$ cat config.mk
export PLATFORM = sky130hd
export DESIGN_NAME = fault_confine_fsm
export DESIGN_NICKNAME = d
export VERILOG_FILES = /design/src/rtl/fault_confine_fsm.sv
export SDC_FILE = /design/constraint.sdc
export NUM_CORES = 1
export LEC_CHECK = 0
export ABC_CLOCK_PERIOD_IN_PS = 3800
export CORE_AREA = 2 2 53 55
export DETAILED_ROUTE_END_ITERATION = 16
export DIE_AREA = 0 0 55 57
export PLACE_DENSITY = 0.64
export SLEW_MARGIN = 20
export SYNTH_ARGS = -nofsm -noshare
export SYNTH_HDL_FRONTEND = slang
export SYNTH_SLANG_ARGS = --single-unit
export TNS_END_PERCENT = 100
$ cat constraint.sdc
create_clock -name clock -period 3.8 [get_ports clock]
set_input_delay 0.38 -clock clock [delete_from_list [all_inputs] [get_ports clock]]
set_output_delay 0.38 -clock clock [all_outputs]
set_load 0.01 [all_outputs]
$ cat src/rtl/fault_confine_fsm.sv
// CAN fault-confinement state machine: error-active / error-passive / bus-off
// tracking, bus-off recovery via seq11 edges, and the TEC/REC clear strobe.
module fault_confine_fsm #(
    parameter int RECOVER_CNT = 128,
    parameter int CNT_W       = 8,
    parameter int RST_CYCLES  = 2
) (
    input  logic             clock,
    input  logic             reset,
    input  logic             tec_lt96,
    input  logic             tec_ge96,
    input  logic             tec_ge128,
    input  logic             tec_ge256,
    input  logic             rec_ge96,
    input  logic             rec_ge128,
    input  logic             seq11,
    output logic             erroractive,
    output logic             errorpassive,
    output logic             busoff,
    output logic             warning,
    output logic             cnt_rst_n,
    output logic [CNT_W-1:0] recovercount,
    output logic             fault_irq
);

    localparam int RC_W = (RST_CYCLES > 1) ? $clog2(RST_CYCLES) : 1;

    typedef enum logic [1:0] {ERRACT, ERRPAS, BUSOFF, RSTCNT} state_t;

    state_t           r_state, w_next;
    logic             r_seq11_q;
    logic [CNT_W-1:0] r_count, w_count;
    logic [RC_W-1:0]  r_rcnt, w_rcnt;
    logic             r_warning, r_irq, r_cnt_rst_n;
    logic             w_edge, w_bus_next, w_irq, w_warning;
    logic             w_unused;

    // tec_lt96 carries no information beyond tec_ge96 for confinement decisions.
    assign w_unused = tec_lt96;
    assign w_edge   = seq11 & ~r_seq11_q;

    // Confinement group: error-active, error-passive, or bus-off (BUSOFF and RSTCNT).
    function automatic logic [1:0] group_of(input state_t s);
        case (s)
            ERRACT:  group_of = 2'd0;
            ERRPAS:  group_of = 2'd1;
            default: group_of = 2'd2;
        endcase
    endfunction

    always_comb begin
        w_next  = r_state;
        w_count = r_count;
        w_rcnt  = r_rcnt;
        case (r_state)
            ERRACT: begin
                w_count = '0;
                if (tec_ge256)                   w_next = BUSOFF;
                else if (tec_ge128 || rec_ge128) w_next = ERRPAS;
            end
            ERRPAS: begin
                w_count = '0;
                if (tec_ge256)                      w_next = BUSOFF;
                else if (!tec_ge128 && !rec_ge128)  w_next = ERRACT;
            end
            BUSOFF: begin
                w_rcnt = '0;
                if (w_edge && (r_count != CNT_W'(RECOVER_CNT))) begin
                    w_count = r_count + 1'b1;
                    if (w_count == CNT_W'(RECOVER_CNT)) w_next = RSTCNT;
                end
            end
            RSTCNT: begin
                if (r_rcnt == RC_W'(RST_CYCLES - 1)) begin
                    w_next  = ERRACT;
                    w_count = '0;
                    w_rcnt  = '0;
                end else begin
                    w_rcnt = r_rcnt + 1'b1;
                end
            end
            default: w_next = ERRACT;
        endcase
    end

    assign w_bus_next = (w_next == BUSOFF) || (w_next == RSTCNT);
    assign w_irq      = group_of(w_next) != group_of(r_state);
    // Warning is masked against the state being entered so it drops with busoff.
    assign w_warning  = (tec_ge96 | rec_ge96) & ~w_bus_next;

    always_ff @(posedge clock) begin
        if (!reset) begin
            r_state     <= ERRACT;
            r_seq11_q   <= 1'b0;
            r_count     <= '0;
            r_rcnt      <= '0;
            r_warning   <= 1'b0;
            r_irq       <= 1'b0;
            r_cnt_rst_n <= 1'b1;
        end else begin
            r_state     <= w_next;
            r_seq11_q   <= seq11;
            r_count     <= w_count;
            r_rcnt      <= w_rcnt;
            r_warning   <= w_warning;
            r_irq       <= w_irq;
            r_cnt_rst_n <= (w_next != RSTCNT);
        end
    end

    assign erroractive  = (r_state == ERRACT);
    assign errorpassive = (r_state == ERRPAS);
    assign busoff       = (r_state == BUSOFF) || (r_state == RSTCNT);
    assign warning      = r_warning;
    assign cnt_rst_n    = r_cnt_rst_n;
    assign recovercount = r_count;
    assign fault_irq    = r_irq;

endmodule

==> results of run 1 <==
## cells in the final DEF (no fill, tap or decap), types with 2 or more instances in the layout
master,count
clkdlybuf4s50_1,21
dfxtp_1,15
nor2_1,9
nand2_1,8
nand3_1,7
inv_1,4
o21ai_0,4
a21oi_1,3
clkbuf_4,3
nor2b_1,2
mux2_2,2
a31oi_1,2
nand4_1,2
o31ai_1,2
nand2b_1,2
o221a_1,2
o2111a_1,2
and2_1,2
ha_1,2
## critical path, cell delays in order, from the launching register on
cell	delay, ns
dfxtp_1	0.54
nor2b_1	0.18
clkdlybuf4s50_1	0.55
## Yosys cell counts, types with 2 or more instances
cell type,n
dfxtp_1,15
nor2_1,9
nand2_1,8
nand3_1,7
clkbuf_1,4
inv_1,4
o21ai_0,4
a21oi_1,3
a31oi_1,2
and2_1,2
ha_1,2
mux2_2,2
nand2b_1,2
nand4_1,2
nor2b_1,2
o2111a_1,2
o221a_1,2
o31ai_1,2
## stage by stage
step            util  setup WS [ns]  area [um^2]  instances  total power [W]
6_report       0.428           1.86         1120        151         0.000314
5_1_grt        0.428           1.70         1120        151         0.000334
4_1_cts        0.428           1.83         1120        151         0.000320
3_5_place_dp   0.418           1.71         1090        147         0.000225
3_3_place_gp   0.418           1.76         1090        147         0.000224
2_1_floorplan      -           2.08          863        100         0.000201
## metal layers
layer | up-vias | global-route usage | wire length [um]
met5 | - | 0 | 0
met2 | 33 | 0.214 | 917
li1 | 414 | - | -
met3 | 2 | 0.0602 | 141
met1 | 380 | 0.201 | 927
met4 | 0 | 0.0453 | 13
## cell type report
cell class,count,share of cell area
clock buffers,4,0.0235
inverters,4,0.0134
multi-input cells,76,0.472
flip-flops and latches,15,0.268
well taps,31,0.0347
repair buffers,21,0.188
## logic make-up (layout without fill, tap and decap cells)
family                     Yosys count  in the layout  synth area share
and+or+nand+nor                     44             44             0.291
AOI/OAI and AO/OA                   28             28             0.265
DFF                                 15             15             0.348
buffers and inverters                9             29            0.0406
adders and majority gates            2              2            0.0290
muxes                                2              2            0.0261
## final timing paths
kind	from	endpoint	slack (ns)	cells past startpoint
max	r_state[0]$_SDFF_PN0_	errorpassive	1.86	2
min	recovercount[1]$_SDFFE_PN0P_	recovercount[1]$_SDFFE_PN0P_	0.56	2
max reg2reg	recovercount[0]$_SDFFE_PN0P_	recovercount[2]$_SDFFE_PN0P_	1.95	6
min reg2reg	recovercount[1]$_SDFFE_PN0P_	recovercount[1]$_SDFFE_PN0P_	0.56	2
## power by group through the flow
stage	Sequential [W]	Combinational, W	Clock [W]
2_1_floorplan	0.000170	0.0000315	0
3_3_place_gp	0.000173	0.0000515	0
3_5_place_dp	0.000173	0.0000521	0
4_1_cts	0.000169	0.0000524	0.0000985
5_1_grt	0.000171	0.0000576	0.000106
6_report	0.000169	0.0000521	0.0000926
## sequential cells by signal, summed over array words and instances (netlist names)
register      count
warning           1
cnt_rst_n         1
recovercount      8
r_seq11_q         1
fault_irq         1
r_state           2
r_rcnt            1
==> out/qor.yml, run 1 <==
p_int_w: 0.000231
fillCellCount: 287
cts_buffers: 3
synthArstFlopShare: 0
powerDensity_mw_per_mm2: 280
grt_pass1_vias: 767
synth_top_area_cell: "dfxtp_1"
wire_per_inst_um: 13.2
place_hpwl_um: 1430
diodes: 0
drive_above_1_share: 0.117
cap_viol_max_count: 0
clockRootBuffer: "clkbuf_4"
rsz0062_at_grt: "no"
regArea_um2: 300
slew_headroom: 0.682
maxSlewViolCount: 0
synthesis.nets: 111
critPathKind: "reg2out"
leakage_nw: 0.390
cts_sinks: 15
cts_max_level: 1
comb_power_share: 0.166
clock_latency_ns: 0.28
ys_ff_latch: 15
ys.flop_type: "dfxtp_1"
fp-row-count: 19
overflow: 0
status: "complete, no violations"
die_w_um: 55
area_growth_pct: 29.6
die_area_mm2: 0.00314
path_clk_slew_ns: 0.09
gp_congestion: 0.853
synth_area_um2: 863
period_minus_slack_ns: 1.94
synth_cell_types: 44
cp-end-kind: "output pin"
max-clock-path-buffers: 2
grt_pass1_wl_um: 3420
finalClockSkew_ns: 0.00561
coreArea_mm2: 0.00262
ir_worst_vdd_mv: 0.191
period_share: 0.510
ys_seq_area_frac: 0.348
cp.arrival_ns: 1.56
finalHoldViolations: 0
clkPwrFrac: 0.295
cts_resized: 0
track_usage: 0.148
pwr-share-seq: 0.539
critical_path_required_ns: 3.42
setup_viol: 0
ios: 23
wirelength_um: 2000
synthTopCellsByArea: "dfxtp_1 35%, nand3_1 4.1%, nor2_1 3.9%, nand2_1 3.5%, ha_1 2.9%"
first_pass_iters: 4
yosysTopAreaCellShare: 0.348
fin_nets: 132
ant_nets: 0
worst_pin_slew_ns: 0.474
vias_per_cell: 5.49
p_sw_w: 0.0000832
die_y_um: 57
finalSetupTns_ns: 0
synth_edf_count: 0
cts_tree: "done"
drt-initial-drc-count: 26
initial_utilization: 0.330
switching_share: 0.265
antenna_found_initial: 0
post_cts_buffers: 0
ctsHoldBuffers: 0
start_kind: "flip-flop"
multi_input_area_um2: 528
synth_area_per_cell_um2: 8.63
cp_max_fo: 11
remaining_drc_errors: 0
portBuffers: 21
grt_max_degree: 15
min_path_type: "reg2reg"
holdWs_ns: 0.562
num_vias: 829
synthCells: 100
ys_warn_count: 0
fmax_mhz: 516
Note: power is estimated with default switching activity, not from simulation.
==> inputs of run 2 (changes only) <==
--- a/config.mk
+++ b/config.mk
@@ -5,7 +5,7 @@
 export SDC_FILE = /design/constraint.sdc
 export NUM_CORES = 1
 export LEC_CHECK = 0
-export ABC_CLOCK_PERIOD_IN_PS = 3800
+export ABC_CLOCK_PERIOD_IN_PS = 2000
 export CORE_AREA = 2 2 53 55
 export DETAILED_ROUTE_END_ITERATION = 16
 export DIE_AREA = 0 0 55 57
==> constraint.sdc (replaced) <==
create_clock -name clock -period 2 [get_ports clock]
set_input_delay 0.2 -clock clock [delete_from_list [all_inputs] [get_ports clock]]
set_output_delay 0.2 -clock clock [all_outputs]
set_load 0.01 [all_outputs]
==> out/qor.yml, run 2 (synthesized netlist as in run 1, its figures left out) <==
vias_per_cell: 5.55  # +1.2%
r2r_end: "recovercount[2]$_SDFFE_PN0P_"
finalClockSkew_ns: 0.00554  # -0.0000672 ns
hold_start: "tec_ge96"
finalSetupTns_ns: 0  # unchanged
area_growth_pct: 33.2
maxSlewViolCount: 0  # unchanged
r2r_cells: 6  # unchanged
grt_pass1_vias: 794  # +3.5%
slew_headroom: 0.703  # +0.0209
cp_slowest_stage_delay_ns: 0.50  # -0.05 ns
most-common-layout-cells: "21 x clkdlybuf4s50_1, 15 x dfxtp_1, 9 x nor2_1, 8 x nand2_1, 7 x nand3_1"
clockRootBuffer: "clkbuf_4"
path_clk_slew_ns: 0.10  # about the same
coreArea_mm2: 0.00262  # unchanged
track_usage: 0.164  # +0.0154
min_path_type: "in2reg"
ios: 23  # unchanged
ir_worst_vdd_mv: 0.338  # +77%
cts_buffers: 3  # unchanged
period_share: 0.921
drive_above_1_share: 0.153  # +0.0366
fp-row-count: 19  # unchanged
ctsHoldBuffers: 0  # unchanged
clock_latency_ns: 0.30  # +0.02 ns
fmax_mhz: 543
cts_resized: 0  # unchanged
leakage_nw: 0.413  # +5.9%
die_area_mm2: 0.00314  # unchanged
rsz0062_at_grt: "no"
layout_commonest_cell: "clkdlybuf4s50_1"
powerDensity_mw_per_mm2: 530  # +89%
whs_path_depth: 3  # +1
utilization: 0.440  # +0.0120
drt-initial-drc-count: 7  # -73%
start_kind: "flip-flop"
overflow: 0  # unchanged
post_cts_buffers: 0  # unchanged
worst_pin_slew_ns: 0.442  # -0.0312 ns
diodes: 0  # unchanged
critPathKind: "reg2reg"
cap_viol_max_count: 0  # unchanged
wirelength_um: 2120  # +5.8%
critical_path_required_ns: 2.19  # -1.23 ns
r2r_start: "recovercount[0]$_SDFFE_PN0P_"
initial_utilization: 0.330  # unchanged
cp_slowest_cell: "or3b_2"
cp_max_fo: 8  # -3
cts_tree: "done"
cts_sinks: 15  # unchanged
remaining_drc_errors: 0  # unchanged
grt_max_degree: 14  # -1
status: "complete, no violations"
period_minus_slack_ns: 1.84
ant_nets: 0  # unchanged
setup_viol: 0  # unchanged
wire_per_inst_um: 13.6  # +3.0%
largest_register_ffs: 8  # unchanged
max-clock-path-buffers: 2  # unchanged
portBuffers: 21  # unchanged
fin_nets: 136  # +3.0%
gp_congestion: 0.907  # +6.3%
antenna_found_initial: 0  # unchanged
worstPathCellList: "inv_1, ha_1, or3b_2, o21ai_4, a21boi_1, o2111a_1"
first_pass_iters: 4  # unchanged
num_vias: 861  # +3.9%
die_w_um: 55  # unchanged
min_to: "warning$_SDFF_PN0_"
regToRegSetupSlack_ns: 0.16  # -1.79 ns
grt_pass1_wl_um: 3610  # +5.4%
die_y_um: 57  # unchanged
cp-end-kind: "flip-flop"
cts_max_level: 1  # unchanged
cp.arrival_ns: 2.03  # +0.47 ns
place_hpwl_um: 1510  # +5.2%
finalHoldViolations: 0  # unchanged
==> run 2: cell types whose count changed in the layout (fill, tap and decap cells not counted) <==
cell	before	now
buf_4	0	4
clkbuf_1	1	0
clkinv_2	0	1
==> run 2: per-layer routing <==
metal,wire length [um],global-route usage,vias up
li1,-,-,423
met1,960,0.218,404
met2,988,0.231,29
met3,105,0.0393,5
met4,60,0.105,0
met5,0,0,-
==> run 2: critical path: cells and delay by family, from the launching register on <==
family,cells,cell delay (ns)
adder cells (fa/ha/maj),1,0.14
flip-flops,1,0.38
buffers and inverters,1,0.11
AO/OA/AOI/OAI,3,0.60
AND/OR/NAND/NOR,1,0.50
==> run 2: area by class of cell <==
cell class              instances  area (um^2)
clock inverters                 1         5.00
clock buffers                   3         22.5
inverters                       4         15.0
fillers                       285         1470
multi-input cells              76          528
well taps                      31         38.8
flip-flops and latches         15          300
repair buffers                 25          240
==> run 2: worst max-delay path by stage <==
stage,slack [ns],startpoint,to
5_1_grt,0.01,recovercount[0]$_SDFFE_PN0P_,recovercount[2]$_SDFFE_PN0P_
3_5_place_dp,0.14,seq11,recovercount[7]$_SDFFE_PN0P_
2_1_floorplan,0.28,recovercount[0]$_SDFFE_PN0P_,recovercount[2]$_SDFFE_PN0P_
4_1_cts,0.15,recovercount[0]$_SDFFE_PN0P_,recovercount[2]$_SDFFE_PN0P_
3_3_place_gp,0.15,seq11,recovercount[7]$_SDFFE_PN0P_
6_report,0.16,recovercount[0]$_SDFFE_PN0P_,recovercount[2]$_SDFFE_PN0P_
==> run 2: where the power goes <==
part	leakage (nW)	switching, W	total, W	internal [W]
logic	0.273	0.0000518	0.000110	0.0000580
clock network	0.0177	0.000107	0.000182	0.0000746
registers	0.122	0.00000964	0.000318	0.000308
==> run 2: stage by stage <==
step,instances,hold WS [ns],total power (W),instance area [um^2],setup WS (ns)
finish,155,0.513,0.000609,1150,0.158
global route,155,0.540,0.000642,1150,0.0110
CTS,155,0.506,0.000619,1150,0.149
detailed placement,151,0.554,0.000434,1120,0.139
global placement,151,0.547,0.000432,1120,0.148
floorplan,100,0.322,0.000382,863,0.282
==> inputs of run 3 (changes only) <==
--- a/config.mk
+++ b/config.mk
@@ -6,10 +6,11 @@
 export NUM_CORES = 1
 export LEC_CHECK = 0
 export ABC_CLOCK_PERIOD_IN_PS = 2000
-export CORE_AREA = 2 2 53 55
+export CORE_AREA = 2 2 47 49
 export DETAILED_ROUTE_END_ITERATION = 16
-export DIE_AREA = 0 0 55 57
-export PLACE_DENSITY = 0.64
+export DIE_AREA = 0 0 49 51
+export PLACE_DENSITY = 0.78
+export SKIP_LAST_GASP = 1
 export SLEW_MARGIN = 20
 export SYNTH_ARGS = -nofsm -noshare
 export SYNTH_HDL_FRONTEND = slang
==> out/qor.yml, run 3 (synthesized netlist as in run 1, its figures left out) <==
cp.arrival_ns: 2.00  # -0.03 ns
worst_pin_slew_ns: 0.460  # +0.0173 ns
cap_viol_max_count: 0  # unchanged
die_w_um: 49  # -11%
wire_per_inst_um: 14.0  # +2.6%
leakage_nw: 0.405  # -1.9%
cts_resized: 0  # unchanged
powerDensity_mw_per_mm2: 528  # -0.38%
finalHoldViolations: 0  # unchanged
ctsHoldBuffers: 0  # unchanged
coreArea_mm2: 0.00206  # -21%
antenna_found_initial: 0  # unchanged
min_path_type: "in2reg"
most-common-layout-cells: "21 x clkdlybuf4s50_1, 15 x dfxtp_1, 9 x nor2_1, 8 x nand2_1, 7 x nand3_1"
vias_per_cell: 5.70  # +2.5%
r2r_start: "recovercount[0]$_SDFFE_PN0P_"
overflow: 0  # unchanged
track_usage: 0.185  # +0.0216
holdWs_ns: 0.514  # +0.00155 ns
cp_slowest_stage_delay_ns: 0.50  # about the same
largest_register_ffs: 8  # unchanged
cts_max_level: 1  # unchanged
num_vias: 860  # -0.12%
maxSlewViolCount: 0  # unchanged
post_cts_buffers: 0  # unchanged
cts_buffers: 3  # unchanged
fmax_mhz: 552  # +1.7%
slew_headroom: 0.692  # -0.0116
grt_max_degree: 12  # -2
grt_pass1_vias: 824  # +3.8%
cp_slowest_cell: "or3b_2"
path_clk_slew_ns: 0.09  # about the same
global_route.usage.met3: 0.0322  # -0.00710
regToRegSetupSlack_ns: 0.19  # +0.03 ns
drt-initial-drc-count: 19  # +12
finalClockSkew_ns: 0.00669  # +0.00115 ns
finalSetupTns_ns: 0  # unchanged
r2r_cells: 6  # unchanged
status: "complete, no violations"
use_met2: 0.315  # +0.0838
place_hpwl_um: 1530  # +1.5%
critPathKind: "reg2reg"
wirelength_um: 2110  # about the same
stdcell_area_mm2: 0.00114  # -1.1%
period_minus_slack_ns: 1.81  # -0.0305 ns
cp_num_buf_inv: 1  # unchanged
grt_use_met1: 0.223  # +0.00514
hold_start: "tec_ge96"
cts_sinks: 15  # unchanged
fp-row-count: 17  # -2
ios: 23  # unchanged
initial_utilization: 0.418  # +0.0883
cp-end-kind: "flip-flop"
max-clock-path-buffers: 2  # unchanged
setup_viol: 0  # unchanged
cts_tree: "done"
whs_path_depth: 3  # unchanged
clock_latency_ns: 0.29  # about the same
portBuffers: 21  # unchanged
dpl_cell_area_mm2: 0.00111  # -1.0%
die_y_um: 51  # -11%
worstPathCellList: "inv_1, ha_1, or3b_2, o21ai_4, a21boi_1, o2111a_1"
period_share: 0.906  # -0.0152
start_kind: "flip-flop"
fin_nets: 135  # -0.74%
r2r_end: "recovercount[2]$_SDFFE_PN0P_"
remaining_drc_errors: 0  # unchanged
diodes: 0  # unchanged
clockRootBuffer: "clkbuf_4"
gp_congestion: 0.899  # -0.81%
drive_above_1_share: 0.138  # -0.0150
path_delay_family: "compound AO/OA/AOI/OAI gates"
cp_max_fo: 8  # unchanged
die_area_mm2: 0.00250  # -20%
grt_pass1_wl_um: 3540  # -1.9%
critical_path_required_ns: 2.19  # about the same
layout_commonest_cell: "clkdlybuf4s50_1"
dp_slack_ns: 0.123  # -0.0162 ns
min_to: "warning$_SDFF_PN0_"
setup_ws_ns: 0.189  # +0.0305 ns
area_growth_pct: 31.7
ant_nets: 0  # unchanged
ir_worst_vdd_mv: 0.319  # -5.4%
top_usage_layer: "met2"
first_pass_iters: 4  # unchanged
rsz0062_at_grt: "no"
==> run 3: worst min-delay path, delay by kind of cell <==
| family | cells | cell delay [ns] |
|---|---|---|
| buf+inv | 1 | 0.39 |
| simple gates | 1 | 0.04 |
| compound gates | 1 | 0.14 |
==> run 3: worst max-delay path by stage <==
stage / startpoint / to / slack [ns] / cells after the start
3_5_place_dp: seq11 / recovercount[7]$_SDFFE_PN0P_ / 0.12 / 5
2_1_floorplan: recovercount[0]$_SDFFE_PN0P_ / recovercount[2]$_SDFFE_PN0P_ / 0.28 / 6
3_3_place_gp: seq11 / recovercount[7]$_SDFFE_PN0P_ / 0.15 / 5
5_1_grt: recovercount[0]$_SDFFE_PN0P_ / recovercount[4]$_SDFFE_PN0P_ / 0.1 / 6
6_report: recovercount[0]$_SDFFE_PN0P_ / recovercount[2]$_SDFFE_PN0P_ / 0.19 / 6
4_1_cts: recovercount[0]$_SDFFE_PN0P_ / recovercount[2]$_SDFFE_PN0P_ / 0.18 / 6
==> run 3: where the power goes <==
part	switching (W)	internal [W]	total, W	leakage [nW]
sequential	0.0000101	0.000308	0.000318	0.122
combinational	0.0000505	0.0000559	0.000106	0.268
clock	0.0000985	0.0000776	0.000176	0.0150
total	0.000159	0.000441	0.000600	0.405
==> run 3: layout make-up <==
cell class / instances / area, um^2
Tap cell: 28 / 35.0
Sequential cell: 15 / 300
Clock buffer: 4 / 26.3
Timing Repair Buffer: 24 / 233
Multi-Input combinational cell: 76 / 528
Inverter: 4 / 15.0
Fill cell: 203 / 926
==> run 3: through the flow <==
| stage | cells | power (W) | utilization |
|---|---|---|---|
| detailed placement | 147 | 0.000431 | 0.539 |
| global route | 151 | 0.000628 | 0.551 |
| global placement | 147 | 0.000429 | 0.539 |
| CTS | 151 | 0.000608 | 0.551 |
| floorplan | 100 | 0.000382 | - |
| finish | 151 | 0.000600 | 0.551 |
==> run 3: layer usage <==
| metal | routed length [um] | up-vias |
|---|---|---|
| met5 | 0 | - |
| met3 | 118 | 6 |
| met4 | 40 | 0 |
| met2 | 1050 | 32 |
| met1 | 900 | 404 |
| li1 | - | 418 |
